--- src/rtl/dispatch_ctrl_pkg.sv ---
// Shared constants, widths, FSM encoding and lane helpers for the dispatch
// scheduler of the rename/ROB back-end.
package dispatch_ctrl_pkg;

  localparam int N_WAY        = 4;
  localparam int N_ROB        = 32;
  localparam int N_RS         = 8;
  localparam int N_PR         = N_ROB + 32;
  localparam int BR_MAX       = 2;
  localparam int INIT_CYCLES  = 2;
  localparam int FLUSH_CYCLES = 2;

  localparam int ROB_W    = $clog2(N_ROB) + 1;
  localparam int PR_W     = $clog2(N_PR) + 1;
  localparam int RS_W     = $clog2(N_RS) + 1;
  localparam int K_W      = $clog2(N_WAY) + 1;
  localparam int BR_W     = $clog2(BR_MAX) + 1;
  localparam int HOLD_MAX = (INIT_CYCLES > FLUSH_CYCLES) ? INIT_CYCLES : FLUSH_CYCLES;
  localparam int TMR_W    = $clog2(HOLD_MAX) + 1;

  typedef enum logic [1:0] {
    INIT  = 2'd0,
    RUN   = 2'd1,
    FLUSH = 2'd2
  } DISP_STATE;

  function automatic logic [K_W-1:0] popcount_lanes(input logic [N_WAY-1:0] v);
    logic [K_W-1:0] cnt;
    cnt = '0;
    for (int i = 0; i < N_WAY; i++) begin
      cnt = cnt + K_W'(v[i]);
    end
    return cnt;
  endfunction

endpackage

--- src/rtl/dispatch_grant.sv ---
// Combinational grant width: longest valid in-order prefix that fits every
// resource limit and the remaining branch budget.
module dispatch_grant
  import dispatch_ctrl_pkg::*;
(
  input  logic [N_WAY-1:0] inst_valid,
  input  logic [N_WAY-1:0] branch_inst,
  input  logic [ROB_W-1:0] rob_free,
  input  logic [PR_W-1:0]  pr_free,
  input  logic [RS_W-1:0]  rs_free,
  input  logic [BR_W-1:0]  br_budget,
  output logic [K_W-1:0]   k
);

  logic [31:0] need_s;
  logic [31:0] br_cnt_s;
  logic        run_ok_s;

  // Walk lanes oldest-first; the first lane that fails closes the prefix.
  always_comb begin
    k        = '0;
    need_s   = 32'd0;
    br_cnt_s = 32'd0;
    run_ok_s = 1'b1;
    for (int i = 0; i < N_WAY; i++) begin
      need_s   = 32'(i) + 32'd1;
      br_cnt_s = br_cnt_s + 32'(branch_inst[i]);
      if (run_ok_s && inst_valid[i] &&
          (need_s <= 32'(rob_free)) &&
          (need_s <= 32'(pr_free)) &&
          (need_s <= 32'(rs_free)) &&
          (br_cnt_s <= 32'(br_budget))) begin
        k = K_W'(need_s);
      end else begin
        run_ok_s = 1'b0;
      end
    end
  end

endmodule

--- src/rtl/dispatch_ctrl.sv ---
// Dispatch scheduler: zero-cycle grant over the decode lanes, init/flush hold
// windows and the in-flight branch counter.
module dispatch_ctrl
  import dispatch_ctrl_pkg::*;
(
  input  logic              clock,
  input  logic              reset,
  input  logic [N_WAY-1:0]  inst_valid,
  input  logic [N_WAY-1:0]  branch_inst,
  input  logic [ROB_W-1:0]  rob_free,
  input  logic [PR_W-1:0]   pr_free,
  input  logic [RS_W-1:0]   rs_free,
  input  logic              branch_haz,
  input  logic              branch_resolved,
  output logic [N_WAY-1:0]  dispatch_en,
  output logic [K_W-1:0]    dispatch_num,
  output logic              stall,
  output logic [1:0]        ctrl_state,
  output logic [BR_W-1:0]   br_inflight
);

  DISP_STATE        state_r;
  DISP_STATE        state_nxt_s;
  logic [TMR_W-1:0] timer_r;
  logic [TMR_W-1:0] timer_nxt_s;
  logic [BR_W-1:0]  br_inflight_r;
  logic [BR_W-1:0]  br_nxt_s;
  logic [BR_W-1:0]  br_budget_s;
  logic [K_W-1:0]   k_grant_s;
  logic [K_W-1:0]   k_s;
  logic [31:0]      br_sum_s;

  // Remaining branch budget; clamps to zero should the counter ever overrun.
  always_comb begin
    br_budget_s = '0;
    if (32'(br_inflight_r) <= 32'(BR_MAX)) begin
      br_budget_s = BR_W'(BR_MAX) - br_inflight_r;
    end else begin
      br_budget_s = '0;
    end
  end

  dispatch_grant u_grant (
    .inst_valid  (inst_valid),
    .branch_inst (branch_inst),
    .rob_free    (rob_free),
    .pr_free     (pr_free),
    .rs_free     (rs_free),
    .br_budget   (br_budget_s),
    .k           (k_grant_s)
  );

  // Grant is only honoured in RUN, outside reset and not on a mispredict cycle.
  always_comb begin
    k_s          = '0;
    dispatch_en  = '0;
    if (reset) begin
      k_s = '0;
    end else if ((state_r == RUN) && !branch_haz) begin
      k_s = k_grant_s;
    end else begin
      k_s = '0;
    end
    for (int i = 0; i < N_WAY; i++) begin
      dispatch_en[i] = (32'(i) < 32'(k_s));
    end
    dispatch_num = k_s;
    stall        = |(inst_valid & ~dispatch_en);
  end

  // Next state and hold timer.
  always_comb begin
    state_nxt_s = state_r;
    timer_nxt_s = timer_r;
    case (state_r)
      INIT: begin
        if (timer_r == '0) begin
          state_nxt_s = RUN;
        end else begin
          timer_nxt_s = timer_r - TMR_W'(1);
        end
      end
      RUN: begin
        if (branch_haz) begin
          state_nxt_s = FLUSH;
          timer_nxt_s = TMR_W'(FLUSH_CYCLES - 1);
        end else begin
          state_nxt_s = RUN;
        end
      end
      FLUSH: begin
        if (branch_haz) begin
          timer_nxt_s = TMR_W'(FLUSH_CYCLES - 1);
        end else if (timer_r == '0) begin
          state_nxt_s = RUN;
        end else begin
          timer_nxt_s = timer_r - TMR_W'(1);
        end
      end
      default: begin
        state_nxt_s = INIT;
        timer_nxt_s = TMR_W'(INIT_CYCLES - 1);
      end
    endcase
  end

  // In-flight branch count: dispatch and resolve both apply, floor at zero.
  always_comb begin
    br_sum_s = 32'(br_inflight_r) + 32'(popcount_lanes(branch_inst & dispatch_en));
    br_nxt_s = '0;
    if (branch_haz) begin
      br_nxt_s = '0;
    end else if (branch_resolved && (br_sum_s != 32'd0)) begin
      br_nxt_s = BR_W'(br_sum_s - 32'd1);
    end else begin
      br_nxt_s = BR_W'(br_sum_s);
    end
  end

  // Control registers.
  always_ff @(posedge clock) begin
    if (reset) begin
      state_r       <= INIT;
      timer_r       <= TMR_W'(INIT_CYCLES - 1);
      br_inflight_r <= '0;
    end else begin
      state_r       <= state_nxt_s;
      timer_r       <= timer_nxt_s;
      br_inflight_r <= br_nxt_s;
    end
  end

  assign ctrl_state  = state_r;
  assign br_inflight = br_inflight_r;

endmodule

--- config.mk ---
export PLATFORM = sky130hd
export DESIGN_NAME = dispatch_ctrl
export DESIGN_NICKNAME = d
export VERILOG_FILES = /design/src/rtl/dispatch_ctrl_pkg.sv /design/src/rtl/dispatch_grant.sv /design/src/rtl/dispatch_ctrl.sv
export SDC_FILE = /design/constraint.sdc
export NUM_CORES = 1
export LEC_CHECK = 0
export BUFFER_PORTS_ARGS = -buffer_cell sky130_fd_sc_hd__buf_2
export CAP_MARGIN = 20
export CORE_ASPECT_RATIO = 0.9
export CORE_MARGIN = 5
export CORE_UTILIZATION = 42
export DETAILED_ROUTE_END_ITERATION = 12
export PLACE_DENSITY = 0.83
export SLEW_MARGIN = 20
export SYNTH_ARGS = -nofsm -noshare
export SYNTH_HDL_FRONTEND = slang
export SYNTH_SLANG_ARGS = --single-unit
--- constraint.sdc ---
create_clock -name clock -period 5.6 [get_ports clock]
set_input_delay 1.68 -clock clock [delete_from_list [all_inputs] [get_ports clock]]
set_output_delay 1.68 -clock clock [all_outputs]
set_load 0.005 [all_outputs]
==> results of run 1 <==
==> power by group through the flow <==
stage                     logic [mW]  clock network, mW  registers [mW]
after floorplan               0.0361                  0          0.0483
after global placement        0.0613                  0          0.0484
after detailed placement      0.0642                  0          0.0486
after CTS                     0.0675             0.0420          0.0479
after global routing          0.0810             0.0455          0.0484
final                         0.0740             0.0411          0.0479
==> per-layer routing <==
metal | wire length (µm) | GRT usage | vias up
met3 | 162 | 0.02398 | 8
met5 | 0 | 0 | -
met2 | 1150 | 0.2647 | 30
met4 | 69 | 0.09434 | 0
met1 | 941 | 0.1629 | 419
li1 | - | - | 481
==> through the flow <==
| step | total power [mW] | utilization |
|---|---|---|
| after detailed placement | 0.1128 | 0.5601 |
| after CTS | 0.1574 | 0.5867 |
| final | 0.1630 | 0.6026 |
| after floorplan | 0.08437 | - |
| after global placement | 0.1097 | 0.5601 |
| after global routing | 0.1749 | 0.6026 |
==> layout by cell type (no fill, tap or decap), types with 2 or more instances in the layout <==
master,count
buf_2,36
nor2_1,13
ha_1,10
inv_1,9
nand2_1,8
a21oi_1,8
buf_4,8
dfxtp_1,6
nor2b_1,5
o21ai_0,5
fa_1,5
buf_6,4
and2_1,3
clkbuf_4,3
nor3_2,2
nand3_1,2
nor4_4,2
o21ai_2,2
and2b_1,2
o21a_1,2
nor3_1,2
nor3b_1,2
==> kinds of logic after synthesis <==
logic type | count (synthesis)
AND/OR/NAND/NOR | 51
buffers and inverters | 10
XOR/XNOR | 1
AO/OA/AOI/OAI | 23
adder cells (fa/ha/maj) | 17
flip-flops | 6
==> worst paths after layout <==
check                                                from                   endpoint  slack [ns]  depth (start not counted)
worst max-delay path                       branch_inst[0]                      stall       -0.13                         11
worst min-delay path              timer_r[1]$_SDFFE_PP0N_    timer_r[1]$_SDFFE_PP0N_        0.51                          1
worst max register to register  br_inflight[0]$_SDFF_PP0_  br_inflight[1]$_SDFF_PP0_        1.66                         17
worst min register to register    timer_r[1]$_SDFFE_PP0N_    timer_r[1]$_SDFFE_PP0N_        0.51                          1
==> critical path: stages <==
cell and delay (ns):
buf_6 0.10, fa_1 0.51, ha_2 0.20, fa_1 0.52
ha_4 0.21, nor2b_4 0.12, o21ai_2 0.11, nand3_2 0.12
nor4_4 0.20, o32ai_1 0.14, buf_2 0.14
==> what timing repair did <==
item / 4_1_cts / 5_1_grt
setup endpoints to repair: 5 / 7
pin swaps: 1 / 0
setup buffers: 1 / 0
resized for setup: 6 / 7
==> cell type report <==
cell class | instances | area (µm²)
fillers | 192 | 843.3
multi-input cells | 92 | 783.3
repair buffers | 48 | 285.3
flip-flops and latches | 6 | 120.1
inverters | 9 | 33.78
well taps | 27 | 33.78
clock buffers | 3 | 22.52
==> state kept, by name, indices dropped and copies added (netlist names) <==
| name | cells |
|---|---|
| br_inflight | 2 |
| timer_r | 2 |
| ctrl_state | 2 |
==> flow_metrics.py, run 1 <==
metrics = {
    "sta": {
        "skew_ns": 0.004971,
        "worst_slack_ns": -0.1263,
        "fin_crit_sh": 1.023,
        "grt_setup_unrepaired": "true",
        "holdWs_ns": 0.5068,
        "setup_violations": 5,
        "setup-tns-final_ns": -0.5449,
        "slew_viol_final": 0,
        "tightestPinTransition_ns": 0.4279,
        "relSlewSlack": 0.7107,
        "timing.fmax_ghz": 0.1746,
        "finalCriticalPeriod_ns": 5.726,
        "finalHoldViolCount": 0,
    },
    "logic_synthesis": {
        "ys_seq_area_frac": 0.1320,
        "synthXorXnorAreaFrac": 0.009629,
        "synth_fa_ha_area_frac": 0.2751,
        "avgSynthCellArea_um2": 8.422,
        "synth_top_family_by_area": "simple AND/OR/NAND/NOR gates",
        "synthTopCellsByArea": "ha_1, dfxtp_1, fa_1",
        "synth_edf_count": 0,
        "ys_ff_latch": 6,
        "synthFlopType": "dfxtp_1",
        "ys.warnings.count": 0,
        "yosysMostFrequentCell": "nor2_1",
        "synth-simple-area-share": 0.3741,
        "async_flop_share": 0,
        "yosysTopAreaCell": "ha_1",
        "synth_cells": 108,
        "synth-compound-area-share": 0.1637,
        "syn_area_um2": 909.6,
        "syn-num-nets": 154,
        "synth.distinct_cells": 33,
        "synthMuxAreaShare": 0,
        "synth_top_area_share": 0.1651,
        "yosys-top-cells-count": "nor2_1, ha_1, inv_1",
    },
    "grt": {
        "grt_usage": 0.1479,
        "antenna_found_initial": 0,
        "gr-total-overflow": 0,
        "grt_max_degree": 9,
        "grt_pass1_vias": 879,
        "grt_pass1_wl_um": 3567,
    },
    "layout": {
        "layout-drive-gt1-share": 0.4304,
        "nets": 206,
        "antenna_cells_inserted": 0,
        "area_delta_synth_final_pct": 40.58,
        "final_cells": 185,
        "stdcell_area_mm2": 0.001279,
    },
    "pwr": {
        "pwr-share-comb": 0.454,
        "power.leakage_nw": 0.6527,
        "p_switching_mw": 0.05633,
        "switching_share": 0.3456,
        "pwr-share-seq": 0.294,
        "cellPowerDensity_mw_per_mm2": 127.4,
        "intPower_mw": 0.1066,
        "ir_worst_vdd_v": 0.0001412,
        "clkPwrFrac": 0.252,
    },
    "setup_path": {
        "start_kind": "primary input",
        "criticalPathCategory": "in2out",
        "cp.required_ns": 3.92,
        "path_max_fanout": 3,
        "cp.arrival_ns": 4.05,
        "endpoint_kind": "output port",
    },
    "route": {
        "routed_wl_um": 2323,
        "drtPass1Iterations": 4,
        "drc_errors": 0,
        "drt.antenna.violating_nets": 0,
        "vias": 938,
        "first_iter_violations": 24,
        "post_drt_wl_per_cell_um": 12.56,
        "routed_via_density": 5.070,
    },
    "placed_design": {
        "post-place-cells": 181,
        "io_buffers": 40,
        "pre_cts_slack_ns": -0.2739,
        "placed_area_mm2": 0.001189,
        "dp_hpwl_um": 1955,
        "gp_congestion": 0.8434,
    },
    "floorplanning": {
        "die-area_mm2": 0.003198,
        "rows": 16,
        "num_io_pins": 41,
        "start_util": 0.4287,
        "core_mm2": 0.002122,
        "die_h_um": 54.15,
        "chipWidth_um": 59.06,
    },
    "status": {
        "violations": "negative setup slack",
        "status": "complete, but fails checks",
    },
    "clocking": {
        "clk_pin_slew_worst_paths_ns": 0.04,
        "insertion_delay_ns": 0.25,
        "cts_htree_levels": 1,
        "cts_buffers": 3,
        "cts.sinks": 6,
        "postCtsHoldBufs": 0,
        "cts_tree": "done",
        "root_buffer": "clkbuf_4",
        "clockBufferDepth": 2,
    },
    "min_path": {
        "hp-class": "reg2reg",
    },
    "flow_run": {
        "drv_cap": 0,
    },
}
No activity file was read; power rests on OpenSTA's default activity.
==> run 2, diff against run 1 <==
- BUFFER_PORTS_ARGS: -buffer_cell sky130_fd_sc_hd__buf_2 -> not set
- CORE_UTILIZATION: 42 -> 56
- DONT_BUFFER_PORTS: not set -> 1
- PLACE_DENSITY: 0.83 -> 0.81
==> run 2 against run 1 <==
The flow now finishes without violations. Critical endpoint is now dispatch_num[2]. Setup slack improved by 0.17 ns. Maximum frequency increased by 3.2%. Global-route usage increased by 2.8 points. Core utilization increased by 5.2 points. Register-to-register slack got worse by 0.15 ns. Combinational power decreased by 38%. Clock power about the same. Via count decreased by 18%. Final cell count decreased by 27%.
==> flow_metrics.py, run 2 (same netlist as run 1, synthesis figures left out) <==
metrics = {
    "status": {
        "status": "finished clean",
    },
    "sta": {
        "holdWs_ns": 0.5203,
        "relSlewSlack": 0.7485,
        "skew_ns": 0.01127,
        "setup_violations": 0,
        "slew_viol_final": 0,
        "grt_setup_unrepaired": "true",
        "finalHoldViolCount": 0,
        "tightestPinTransition_ns": 0.3720,
        "fin_crit_sh": 0.9913,
        "finalCriticalPeriod_ns": 5.551,
        "timing.fmax_ghz": 0.1801,
    },
    "pwr": {
        "power.leakage_nw": 0.4468,
        "switching_share": 0.3345,
        "clkPwrFrac": 0.303,
        "p_switching_mw": 0.04532,
        "pwr-share-comb": 0.338,
        "pwr-share-seq": 0.359,
        "ir_worst_vdd_v": 0.0001990,
        "cellPowerDensity_mw_per_mm2": 138.3,
        "intPower_mw": 0.09017,
        "power_mw": 0.1355,
    },
    "layout": {
        "antenna_cells_inserted": 0,
        "layout-drive-gt1-share": 0.1593,
        "final_cells": 135,
        "area_delta_synth_final_pct": 7.703,
        "utilization": 0.6547,
        "final_cell_mix": "nor2_1, ha_1, inv_1",
        "nets": 161,
        "final_common_cell": "nor2_1",
    },
    "clocking": {
        "cts.sinks": 6,
        "postCtsHoldBufs": 0,
        "clockBufferDepth": 2,
        "cts_tree": "done",
        "clk_pin_slew_worst_paths_ns": 0.04,
        "post_cts_buffers": 0,
        "insertion_delay_ns": 0.25,
        "cts_htree_levels": 1,
        "root_buffer": "clkbuf_4",
        "cts_buffers": 3,
    },
    "route": {
        "drt.antenna.violating_nets": 0,
        "post_drt_wl_per_cell_um": 15.54,
        "drc_errors": 0,
        "drtPass1Iterations": 4,
        "vias": 771,
        "routed_wl_um": 2098,
        "first_iter_violations": 17,
        "routed_via_density": 5.711,
    },
    "setup_path": {
        "criticalPathCategory": "in2out",
        "rrSetupSlack_ns": 1.51,
        "path_max_fanout": 3,
        "cp.required_ns": 3.92,
        "endpoint_kind": "output port",
        "start_kind": "primary input",
        "cp.arrival_ns": 3.87,
    },
    "flow_run": {
        "drv_cap": 0,
    },
    "min_path": {
        "hp-class": "reg2reg",
    },
    "floorplanning": {
        "rows": 13,
        "start_util": 0.6079,
        "die_h_um": 48.24,
        "die-area_mm2": 0.002532,
        "core_mm2": 0.001496,
        "num_io_pins": 41,
        "chipWidth_um": 52.49,
    },
    "grt": {
        "grt_pass1_vias": 730,
        "grt_max_degree": 9,
        "grt_usage": 0.1762,
        "gr-total-overflow": 0,
        "antenna_found_initial": 0,
        "grt_pass1_wl_um": 3201,
    },
    "placed_design": {
        "post-place-cells": 132,
        "io_buffers": 0,
        "gp_congestion": 0.7567,
        "dp_hpwl_um": 1836,
    },
}
-- run 2: changes by cell type in the layout (fill, tap and decap cells not counted), sizes merged --
| cell | change |
|---|---|
| buf | -45 |
-- run 2: layer usage --
layer | GRT usage | vias to the layer above | share of wire
met4 | 0.04592 | 0 | 0.0038
met1 | 0.2074 | 342 | 0.42
li1 | - | 392 | -
met5 | 0 | - | 0
met3 | 0.08563 | 2 | 0.11
met2 | 0.2921 | 35 | 0.47
-- run 2: final cells by class --
| class | count | area, µm² |
|---|---|---|
| Sequential cell | 6 | 120.1 |
| Multi-Input combinational cell | 92 | 753.2 |
| Tap cell | 22 | 27.53 |
| Inverter | 9 | 33.78 |
| Fill cell | 137 | 516.7 |
| Clock buffer | 3 | 22.52 |
| Timing Repair Buffer | 3 | 22.52 |
-- run 2: path summary, 6_finish.rpt --
kind,start,endpoint,cells after the start
min reg2reg,timer_r[1]$_SDFFE_PP0N_,timer_r[1]$_SDFFE_PP0N_,1
min,timer_r[1]$_SDFFE_PP0N_,timer_r[1]$_SDFFE_PP0N_,1
max reg2reg,br_inflight[0]$_SDFF_PP0_,br_inflight[1]$_SDFF_PP0_,17
max,branch_inst[0],dispatch_num[2],9
-- run 2: per-stage QoR --
step | TNS (ns) | worst slack, ns | area (µm²)
finish | 0 | 0.04860 | 979.7
detailed placement | -0.2400 | -0.08520 | 952.2
global route | -0.2289 | -0.06970 | 979.7
floorplan | 0 | 0.05975 | 909.6
CTS | 0 | 0.001660 | 974.7
global placement | 0 | 0.009559 | 952.2
-- run 2: repair_timing --
| action | 4_1_cts | 5_1_grt |
|---|---|---|
| endpoints found under the hold margin | 0 | 0 |
| gates resized for setup | 1 | 2 |
| pin swaps | 1 | 0 |
| endpoints found under the setup margin | 4 | 5 |
| gates cloned | 0 | 0 |
-- run 2: worst max-delay path, stage by stage --
cell,delay (ns)
fa_1,0.50
ha_1,0.21
fa_1,0.43
ha_1,0.29
nor2b_1,0.13
o21ai_1,0.15
nand3_2,0.12
nor4_4,0.18
buf_4,0.19
-- run 2: power groups by stage --
| stage | clock [mW] | sequential, mW | combinational [mW] |
|---|---|---|---|
| global placement | 0 | 0.0489 | 0.0424 |
| CTS | 0.0425 | 0.0485 | 0.0449 |
| finish | 0.0411 | 0.0486 | 0.0458 |
| floorplan | 0 | 0.0483 | 0.0361 |
| global route | 0.0469 | 0.0488 | 0.0518 |
| detailed placement | 0 | 0.0493 | 0.0442 |
